==> src/rtl/mips_ctrl_pkg.sv <==
// rtl/mips_ctrl_pkg.sv - shared encodings for the multi-cycle MIPS control FSM
//
// Purpose: opcode/funct constants, FSM state encoding, datapath select
// encodings and the one-hot instruction class produced by the decoder.
// Ports:   none (package).

package mips_ctrl_pkg;

    // Opcodes (instr[31:26])
    localparam logic [5:0] OP_RTYPE = 6'b000000;
    localparam logic [5:0] OP_ORI   = 6'b001101;
    localparam logic [5:0] OP_LUI   = 6'b001111;
    localparam logic [5:0] OP_LW    = 6'b100011;
    localparam logic [5:0] OP_SW    = 6'b101011;
    localparam logic [5:0] OP_BEQ   = 6'b000100;
    localparam logic [5:0] OP_J     = 6'b000010;
    localparam logic [5:0] OP_JAL   = 6'b000011;

    // R-type funct codes (instr[5:0])
    localparam logic [5:0] FN_ADDU  = 6'b100001;
    localparam logic [5:0] FN_SUBU  = 6'b100011;
    localparam logic [5:0] FN_JR    = 6'b001000;

    typedef enum logic [2:0] {
        S_FETCH = 3'd0,
        S_DCD   = 3'd1,
        S_EXE   = 3'd2,
        S_MEM   = 3'd3,
        S_WB    = 3'd4
    } state_t;

    // EXTOp
    localparam logic [1:0] EXT_ZERO  = 2'b00;
    localparam logic [1:0] EXT_SIGN  = 2'b01;
    localparam logic [1:0] EXT_HI16  = 2'b10;

    // ALUOp
    localparam logic [1:0] ALU_ADD   = 2'b00;
    localparam logic [1:0] ALU_SUB   = 2'b01;
    localparam logic [1:0] ALU_OR    = 2'b10;

    // NPCOp
    localparam logic [1:0] NPC_PC4   = 2'b00;
    localparam logic [1:0] NPC_BR    = 2'b01;
    localparam logic [1:0] NPC_JUMP  = 2'b10;
    localparam logic [1:0] NPC_JR    = 2'b11;

    // WDSel
    localparam logic [1:0] WD_ALU    = 2'b00;
    localparam logic [1:0] WD_DM     = 2'b01;
    localparam logic [1:0] WD_PC4    = 2'b10;

    // GPRSel
    localparam logic [1:0] GPR_RD    = 2'b00;
    localparam logic [1:0] GPR_RT    = 2'b01;
    localparam logic [1:0] GPR_R31   = 2'b10;

    // Exactly one field is set for any Op/Funct pair.
    typedef struct packed {
        logic rtype_add;
        logic rtype_sub;
        logic jr;
        logic ori;
        logic lui;
        logic lw;
        logic sw;
        logic beq;
        logic j;
        logic jal;
        logic illegal;
    } instr_class_t;

endpackage

==> src/rtl/mips_ctrl_decode.sv <==
// rtl/mips_ctrl_decode.sv - combinational Op/Funct to one-hot instruction class
//
// Purpose: classifies the instruction held in IR; anything not in the
// supported set (including unknown R-type funct codes) maps to illegal.
// Ports:
//   i_op     in  6   instr[31:26]
//   i_funct  in  6   instr[5:0]
//   o_cls    out 11  one-hot class (instr_class_t)

module mips_ctrl_decode
    import mips_ctrl_pkg::*;
(
    input  logic [5:0]   i_op,
    input  logic [5:0]   i_funct,
    output instr_class_t o_cls
);

    always_comb begin
        o_cls = '0;
        case (i_op)
            OP_RTYPE: begin
                case (i_funct)
                    FN_ADDU: o_cls.rtype_add = 1'b1;
                    FN_SUBU: o_cls.rtype_sub = 1'b1;
                    FN_JR:   o_cls.jr        = 1'b1;
                    default: o_cls.illegal   = 1'b1;
                endcase
            end
            OP_ORI:  o_cls.ori     = 1'b1;
            OP_LUI:  o_cls.lui     = 1'b1;
            OP_LW:   o_cls.lw      = 1'b1;
            OP_SW:   o_cls.sw      = 1'b1;
            OP_BEQ:  o_cls.beq     = 1'b1;
            OP_J:    o_cls.j       = 1'b1;
            OP_JAL:  o_cls.jal     = 1'b1;
            default: o_cls.illegal = 1'b1;
        endcase
    end

endmodule

==> src/rtl/mips_mc_ctrl.sv <==
// rtl/mips_mc_ctrl.sv - multi-cycle control FSM for the MIPS core
//
// Purpose: sequences FETCH/DCD/EXE/MEM/WB, drives every datapath write
// enable and mux select, waits on the DM ready handshake with an optional
// timeout, flags illegal instructions and counts retired instructions.
// Ports:
//   clk       in   1      clock, rising edge
//   rst       in   1      asynchronous active-low reset
//   Op/Funct  in   6/6    instruction fields from IR
//   Zero      in   1      ALU zero flag (used in EXE)
//   MemRdy    in   1      DM access complete this cycle
//   PCWr/IRWr/RFWr/DMWr   out 1   write enables (0 while rst=0)
//   EXTOp/ALUOp/NPCOp     out 2   datapath op selects
//   BSel      out  1      ALU B mux
//   WDSel/GPRSel          out 2   RF write data / address mux
//   Illegal   out  1      pulse, cycle after decoding an illegal instruction
//   BusErr    out  1      pulse, cycle after a MEM timeout
//   InstrCnt  out  CNT_W  retired-instruction counter

module mips_mc_ctrl
    import mips_ctrl_pkg::*;
#(
    parameter int MEM_TIMEOUT = 16,
    parameter int CNT_W       = 32
) (
    input  logic             clk,
    input  logic             rst,
    input  logic [5:0]       Op,
    input  logic [5:0]       Funct,
    input  logic             Zero,
    input  logic             MemRdy,
    output logic             PCWr,
    output logic             IRWr,
    output logic             RFWr,
    output logic             DMWr,
    output logic [1:0]       EXTOp,
    output logic [1:0]       ALUOp,
    output logic [1:0]       NPCOp,
    output logic             BSel,
    output logic [1:0]       WDSel,
    output logic [1:0]       GPRSel,
    output logic             Illegal,
    output logic             BusErr,
    output logic [CNT_W-1:0] InstrCnt
);

    localparam int TMO_W = (MEM_TIMEOUT > 1) ? $clog2(MEM_TIMEOUT) : 1;
    localparam logic [TMO_W-1:0] TMO_LAST =
        (MEM_TIMEOUT > 0) ? TMO_W'(MEM_TIMEOUT - 1) : '0;

    state_t             r_state;
    state_t             w_next;
    instr_class_t       w_cls;
    logic [TMO_W-1:0]   r_tmo;
    logic [CNT_W-1:0]   r_cnt;
    logic               r_illegal;
    logic               r_buserr;

    logic               w_pcwr;
    logic               w_irwr;
    logic               w_rfwr;
    logic               w_dmwr;
    logic [1:0]         w_extop;
    logic [1:0]         w_aluop;
    logic [1:0]         w_npcop;
    logic               w_bsel;
    logic [1:0]         w_wdsel;
    logic [1:0]         w_gprsel;
    logic               w_retire;
    logic               w_illegal_evt;
    logic               w_timeout_evt;
    logic               w_tmo_hit;

    mips_ctrl_decode u_decode (
        .i_op    (Op),
        .i_funct (Funct),
        .o_cls   (w_cls)
    );

    // With MEM_TIMEOUT=0 the counter still runs but can never fire.
    assign w_tmo_hit = (MEM_TIMEOUT > 0) && (r_tmo == TMO_LAST);

    always_comb begin
        w_next        = r_state;
        w_pcwr        = 1'b0;
        w_irwr        = 1'b0;
        w_rfwr        = 1'b0;
        w_dmwr        = 1'b0;
        w_extop       = EXT_ZERO;
        w_aluop       = ALU_ADD;
        w_npcop       = NPC_PC4;
        w_bsel        = 1'b0;
        w_wdsel       = WD_ALU;
        w_gprsel      = GPR_RD;
        w_retire      = 1'b0;
        w_illegal_evt = 1'b0;
        w_timeout_evt = 1'b0;

        case (r_state)
            S_FETCH: begin
                w_irwr  = 1'b1;
                w_pcwr  = 1'b1;
                w_npcop = NPC_PC4;
                w_next  = S_DCD;
            end

            S_DCD: begin
                if (w_cls.j || w_cls.jal) begin
                    w_pcwr   = 1'b1;
                    w_npcop  = NPC_JUMP;
                    w_next   = S_FETCH;
                    w_retire = 1'b1;
                    if (w_cls.jal) begin
                        // Link address is PC+4, already in the PC after FETCH.
                        w_rfwr   = 1'b1;
                        w_gprsel = GPR_R31;
                        w_wdsel  = WD_PC4;
                    end
                end else if (w_cls.jr) begin
                    w_pcwr   = 1'b1;
                    w_npcop  = NPC_JR;
                    w_next   = S_FETCH;
                    w_retire = 1'b1;
                end else if (w_cls.illegal) begin
                    w_illegal_evt = 1'b1;
                    w_next        = S_FETCH;
                end else begin
                    w_next = S_EXE;
                end
            end

            S_EXE: begin
                if (w_cls.rtype_add || w_cls.rtype_sub) begin
                    w_aluop = w_cls.rtype_sub ? ALU_SUB : ALU_ADD;
                    w_bsel  = 1'b0;
                    w_next  = S_WB;
                end else if (w_cls.ori) begin
                    w_extop = EXT_ZERO;
                    w_bsel  = 1'b1;
                    w_aluop = ALU_OR;
                    w_next  = S_WB;
                end else if (w_cls.lui) begin
                    w_extop = EXT_HI16;
                    w_bsel  = 1'b1;
                    w_aluop = ALU_ADD;
                    w_next  = S_WB;
                end else if (w_cls.lw || w_cls.sw) begin
                    w_extop = EXT_SIGN;
                    w_bsel  = 1'b1;
                    w_aluop = ALU_ADD;
                    w_next  = S_MEM;
                end else if (w_cls.beq) begin
                    w_aluop  = ALU_SUB;
                    w_bsel   = 1'b0;
                    w_pcwr   = Zero;
                    w_npcop  = Zero ? NPC_BR : NPC_PC4;
                    w_next   = S_FETCH;
                    w_retire = 1'b1;
                end else begin
                    // Only reachable if IR changed under us; abandon quietly.
                    w_next = S_FETCH;
                end
            end

            S_MEM: begin
                if (w_cls.sw) begin
                    w_dmwr = 1'b1;
                end
                if (w_cls.lw) begin
                    // Keep the address path stable for the whole read.
                    w_extop = EXT_SIGN;
                    w_bsel  = 1'b1;
                    w_aluop = ALU_ADD;
                end
                if (!(w_cls.lw || w_cls.sw)) begin
                    w_next = S_FETCH;
                end else if (MemRdy) begin
                    // Ready is honoured even on the last allowed cycle.
                    if (w_cls.lw) begin
                        w_next = S_WB;
                    end else begin
                        w_next   = S_FETCH;
                        w_retire = 1'b1;
                    end
                end else if (w_tmo_hit) begin
                    w_timeout_evt = 1'b1;
                    w_next        = S_FETCH;
                end
            end

            S_WB: begin
                w_rfwr   = 1'b1;
                w_retire = 1'b1;
                w_next   = S_FETCH;
                if (w_cls.lw) begin
                    w_gprsel = GPR_RT;
                    w_wdsel  = WD_DM;
                end else if (w_cls.ori || w_cls.lui) begin
                    w_gprsel = GPR_RT;
                    w_wdsel  = WD_ALU;
                end else begin
                    w_gprsel = GPR_RD;
                    w_wdsel  = WD_ALU;
                end
            end

            default: begin
                w_next = S_FETCH;
            end
        endcase
    end

    always_ff @(posedge clk or negedge rst) begin
        if (!rst) begin
            r_state   <= S_FETCH;
            r_cnt     <= '0;
            r_illegal <= 1'b0;
            r_buserr  <= 1'b0;
            r_tmo     <= '0;
        end else begin
            r_state   <= w_next;
            r_illegal <= w_illegal_evt;
            r_buserr  <= w_timeout_evt;
            if (w_retire) begin
                r_cnt <= r_cnt + 1'b1;
            end
            // Zero outside MEM, so the first MEM cycle always sees 0.
            if (r_state == S_MEM) begin
                r_tmo <= r_tmo + 1'b1;
            end else begin
                r_tmo <= '0;
            end
        end
    end

    // Reset holds FETCH, whose enables are active; mask everything while rst=0.
    assign PCWr     = rst & w_pcwr;
    assign IRWr     = rst & w_irwr;
    assign RFWr     = rst & w_rfwr;
    assign DMWr     = rst & w_dmwr;
    assign EXTOp    = rst ? w_extop  : 2'b00;
    assign ALUOp    = rst ? w_aluop  : 2'b00;
    assign NPCOp    = rst ? w_npcop  : 2'b00;
    assign BSel     = rst & w_bsel;
    assign WDSel    = rst ? w_wdsel  : 2'b00;
    assign GPRSel   = rst ? w_gprsel : 2'b00;
    assign Illegal  = r_illegal;
    assign BusErr   = r_buserr;
    assign InstrCnt = r_cnt;

endmodule

==> config.mk <==
export PLATFORM = sky130hd
export DESIGN_NAME = mips_mc_ctrl
export DESIGN_NICKNAME = d
export VERILOG_FILES = /design/src/rtl/mips_ctrl_pkg.sv /design/src/rtl/mips_ctrl_decode.sv /design/src/rtl/mips_mc_ctrl.sv
export SDC_FILE = /design/constraint.sdc
export NUM_CORES = 1
export LEC_CHECK = 0
export CORE_UTILIZATION = 57
export CTS_CLUSTER_SIZE = 30
export DETAILED_ROUTE_END_ITERATION = 8
export DONT_BUFFER_PORTS = 1
export GPL_TIMING_DRIVEN = 0
export PLACE_DENSITY = 0.78
export SLEW_MARGIN = 10
export SYNTH_ARGS = -nofsm -noshare
export SYNTH_HDL_FRONTEND = slang
export SYNTH_SLANG_ARGS = --single-unit
==> constraint.sdc <==
create_clock -name clk -period 1.85 [get_ports clk]
set_input_delay 0.2775 -clock clk [delete_from_list [all_inputs] [get_ports clk]]
set_output_delay 0.2775 -clock clk [all_outputs]
set_load 0.05 [all_outputs]
Word-level counts from Yosys, hierarchy flattened:

Index checks and enable logic that the tools add are counted.

* add/sub/neg operators: 2
* reduce and logical (&&, ||, !) cells: 8
* bitwise logic cells: 5
* equal/unequal tests: 16
* multiplexer cells: 96

Operators by type and width (number)
* $mux W1: 58
* $mux W2: 19
* $add A32 B1 Y32 const B: 1
* $eq A6 B6 Y1 const B: 4
* $mux W3: 8
* $eq A6 B4 Y1 const B: 3
* $pmux W2 S2: 4
* $eq A6 B2 Y1 const B: 2
* $pmux W3 S4: 1
* $reduce_or A7 Y1: 1
* $eq A3 B2 Y1 const B: 2
* $eq A6 B3 Y1 const B: 1
* $logic_not A6 Y1: 1
* $pmux W1 S2: 3
* $and A1 B1 Y1: 5
* $add A4 B1 Y4 const B: 1
* $eq A4 B4 Y1 const B: 1
* $logic_or A1 B1 Y1: 4
* $mux W4: 1
* $ne A4 B4 Y1 const B: 1
* $pmux W1 S4: 1
* $eq A3 B1 Y1 const B: 1
* $eq A3 B3 Y1 const B: 1
* $logic_not A3 Y1: 1
* other kinds (2): 2

* flip-flop bits (word level): 41
* output and inout port bits: 49
* logic and storage cells: 132
* input port bits: 16

Depth between registers and ports, before layout:

* depth in word-level cells: 9
* depth in mapped cells: 9
* depth with buffers taken out: 6

Cells and area by module:

Synthesis repeated with hierarchy kept, for this count alone.

* cells, all modules: 252
* area total of the unflattened synthesis: 2423.6 um^2

Modules (own cells, without submodules)
* mips_mc_ctrl: area an instance 2227.1 um^2, instances 1, sequential area each 1026.0 um^2, cells each 221
* mips_ctrl_decode: area an instance 196.4 um^2, instances 1, sequential area each 0.0 um^2, cells each 31

Least setup slack after synthesis:

OpenSTA, ideal clock, no wires.

* path type: input to output
* start point: input port Op[1]
* end point: output port GPRSel[0]
* buffers on the path: 0
* setup slack: -864 ps
* arrival time: 2437 ps
* cell stages on the path: 4
* data required time: 1572 ps
* cells stage by stage: nor2b_4 nand4b_1 nor3_1 o21bai_1

* longest elaborated chain between the ends: 7
* elaborated cells between the ends (all ways): 17
* those cells by class: eq/ne (5); mux (10); reduce/logical (2)

RTL lines
* start: declaration: line mips_mc_ctrl.sv:28 `input logic [5:0] Op,`
* $eq A6 B4 Y1: line mips_ctrl_decode.sv:20 `case (i_op)`
* $mux W1: line mips_ctrl_decode.sv:20
* $logic_or A1 B1 Y1: line mips_mc_ctrl.sv:198 `end else if (w_cls.ori || w_cls.lui) begin`
* $mux W1: line mips_mc_ctrl.sv:198
* $mux W1: line mips_mc_ctrl.sv:195 `if (w_cls.lw) begin`
* $pmux W2 S2 (*): line mips_mc_ctrl.sv:99 `case (r_state)`
* $mux W2 (*): line mips_mc_ctrl.sv:246 `assign GPRSel = rst ? w_gprsel : 2'b00;`
* end: declaration: line mips_mc_ctrl.sv:41 `output logic [1:0] GPRSel,`

Every way passes the cells marked *; elsewhere a longest branch is shown, timed or not.

Worst setup path after layout:

* start point: register r_state[1]
* end point: output port PCWr

* longest elaborated chain between the ends: 3
* elaborated cells between the ends (all ways): 5
* those cells by class: eq/ne (2); mux (1); bitwise (1); reduce/logical (1)

RTL lines
* start: declaration: line mips_mc_ctrl.sv:51 `state_t r_state;`
* start signal: assignment: line mips_mc_ctrl.sv:221 `r_state <= w_next;`
* $eq A3 B2 Y1, or another cell as far along: line mips_mc_ctrl.sv:99
* $pmux W1 S3 (*): line mips_mc_ctrl.sv:99
* $and A1 B1 Y1 (*): line mips_mc_ctrl.sv:237 `assign PCWr = rst & w_pcwr;`
* end: declaration: line mips_mc_ctrl.sv:32 `output logic PCWr,`

Marks and branches as above.

==> metrics.cfg <==
[drt]
drt_iter0_drc = 241
drc_errors = 0
via_count = 2186
vias_per_cell = 6.940
routed_wl_mm = 8.152
ant_nets = 0
routedWlPerCell_um = 25.88
first_pass_iters = 7

[timing]
finClkSkew_ns = 0.01747
min_period_over_period = 1.208
tns_ns = -9.550
finalMaxSlewViolations = 0
slew_headroom = 0.4561
post-route-min-period_ns = 2.234
setup_violations = 46
rsz0062_at_grt = yes
fin_ws_ns = -0.3845
tightest_slew_ns = 0.8046
hold_viol_final = 0
max_freq_ghz = 0.4475

[floorplan]
start_util = 0.6131
die_area_mm2 = 0.004315
die_x_um = 65.69
die_h_um = 65.69
rows = 22
core_mm2 = 0.003771
io-pin-count = 65

[logic_synthesis]
syn_nets = 243
yosysSeqAreaShare = 0.4437
yosys_warnings = 0
synthArstFlopShare = 1.000
syn_area_mm2 = 0.002312
netlist_top_cells_count = dfrtp_1 (41), nand3_1 (19), nor2_1 (19), xnor2_1 (19), nand2_1 (16)
synthTopCellsByArea = dfrtp_1 (44%), xnor2_1 (7.2%), xor2_1 (5.3%)
yosys.area.top_type = dfrtp_1
synth.distinct_cells = 48
yosysTopAreaCellShare = 0.4437
ys_seq_elements = 41
synthCells = 225
syn_area_per_cell_um2 = 10.28
ys.flop_type = dfrtp_1
synth_most_common_cell = dfrtp_1
synth_edf_count = 0

[pwr]
peakVddDrop_uv = 1069
pwr-share-seq = 0.462
internal_power_w = 0.001695
swShare = 0.3326
combPwrFrac = 0.189
powerDensity_mw_per_mm2 = 754.2
power_w = 0.002539
p_leak_nw = 1.556
clkPwrFrac = 0.349
switchingPower_w = 0.0008445

[finish]
area_growth_pct = 45.62
multi_input_area_mm2 = 0.001663
n_fill_cell = 140
drive_gt1_frac = 0.5468
diodes = 0
final_cells = 315
design_area_mm2 = 0.003367
ff_latch_area_mm2 = 0.001064
layout.nets = 284

[global_routing]
grt-ovfl-total = 0
grt_pass1_wl_mm = 9.956
grt_start_max_net_pins = 42
antenna_found_initial = 0
track_usage = 0.3107
grt_pass1_vias = 1979

[worst_setup_path]
critPathCaptureType = output port
crit_path_max_fanout = 5
critPathLaunchType = register
critical_path_class = register to output port
required_ns = 1.57
worstPathArrival_ns = 1.96

[clock_tree]
ctsRootBufferMaster = clkbuf_8
worstSkewPairLatency_ns = 0.31
path_clk_slew_ns = 0.08
cts-buffers-inserted = 5
clockBufferDepth = 2
cts-htree-levels = 2
cts_tree = yes
cts_sinks = 41

[run_status]
violations = negative setup slack
status = complete, but fails checks

[place]
dp_hpwl_mm = 3.592
gp_congestion = 0.8496
placed_area_mm2 = 0.002466
numPortBuffers = 0
dp_cells = 273

[min_path]
worstHoldPathType = primary input to register

[run]
cap_violations = 0

-- cells by family (layout without fill, tap and decap cells) --
| logic type | count (synthesis) | count (layout) | synth area share |
|---|---|---|---|
| and+or+nand+nor | 117 | 117 | 0.3198 |
| DFF | 41 | 41 | 0.4437 |
| xor gates and xnor gates | 33 | 33 | 0.1250 |
| AOI/OAI and AO/OA | 21 | 21 | 0.06819 |
| buffers and inverters | 11 | 53 | 0.03247 |
| adders and majority gates | 2 | 2 | 0.01082 |
-- critical path: stages, from the launching register on --
cell	delay [ns]
dfrtp_2	0.46
or4b_4	0.61
nor2_4	0.22
buf_6	0.14
o21a_4	0.22
-- sequential cells by signal (all words and copies together), names as in the netlist --
register and cells:
InstrCnt 32, r_tmo 4, r_state 3, BusErr 1
Illegal 1
-- metal layers --
layer	up-vias	track usage	part of all wire
met5	-	0	0
met4	0	0.1495	0.040
met1	1102	0.3756	0.37
met2	154	0.5013	0.50
li1	898	-	-
met3	32	0.09201	0.088
-- placed cells by master (no fill, tap or decap), types with 3 or more instances in the layout --
cell type	netlist	final
xor2_1	14	14
nand3_2	0	3
nor2_1	19	7
dfrtp_4	0	4
and2_4	0	3
dfrtp_2	0	18
nor3_1	7	3
xnor2_2	0	5
buf_12	0	3
a21oi_1	5	4
nor2_2	0	3
nor2b_4	1	4
nor3_4	2	9
nand4_1	12	12
and4_4	0	3
and3_1	3	3
clkbuf_8	0	5
buf_6	4	14
o21ai_0	4	3
nand2_4	0	4
buf_4	1	19
xnor2_1	19	14
nand3_4	0	8
nand3_1	19	8
nor2_4	1	10
nand2_1	16	11
dfrtp_1	41	19
-- timing repair --
| action | CTS | global route |
|---|---|---|
| resized for setup | 48 | 66 |
| gates cloned | 2 | 0 |
| hold buffers | 2 | 0 |
| endpoints found under the hold margin | 41 | 0 |
| setup buffers | 14 | 20 |
| setup endpoints to repair | 47 | 47 |
| pin swaps | 13 | 37 |
-- power by group through the flow --
| stage | sequential, W | combinational (W) | clock [W] |
|---|---|---|---|
| after global routing | 0.00118 | 0.000500 | 0.000928 |
| final | 0.00117 | 0.000479 | 0.000887 |
| after CTS | 0.00114 | 0.000370 | 0.000862 |
| after detailed placement | 0.00115 | 0.000244 | 0 |
| after floorplan | 0.00114 | 0.000213 | 0 |
| after global placement | 0.00115 | 0.000243 | 0 |
-- path summary, 6_finish.rpt --
kind	from	to	slack [ns]	depth (start not counted)
min in group asynchronous	rst	InstrCnt[31]	0.42	2
setup / recovery	r_state[1]	PCWr	-0.38	4
setup reg to reg	r_state[1]	InstrCnt[27]	-0.34	7
hold reg to reg	r_tmo[0]	r_tmo[0]	0.47	1
hold / removal	MemRdy	BusErr	0.04	1
max in group asynchronous	rst	InstrCnt[8]	1.18	2
-- layout make-up --
cell class | instances | area share
clock buffers | 5 | 0.02044
multi-input cells | 173 | 0.4939
inverters | 3 | 0.003344
well taps | 48 | 0.01784
clock inverters | 3 | 0.01932
plain buffers | 6 | 0.02044
repair buffers | 36 | 0.1089
flip-flops and latches | 41 | 0.3159
-- stage by stage --
stage | setup slack (ns) | hold WS, ns | util
detailed placement | -0.4215 | -0.01724 | 0.6539
global placement | -0.3838 | -0.01724 | 0.6539
finish | -0.3845 | 0.04323 | 0.8928
global route | -0.4287 | 0.03630 | 0.8928
CTS | -0.3337 | 0.04542 | 0.7804
floorplan | -0.1407 | -0.01809 | -
No activity file was read; power rests on OpenSTA's default activity.
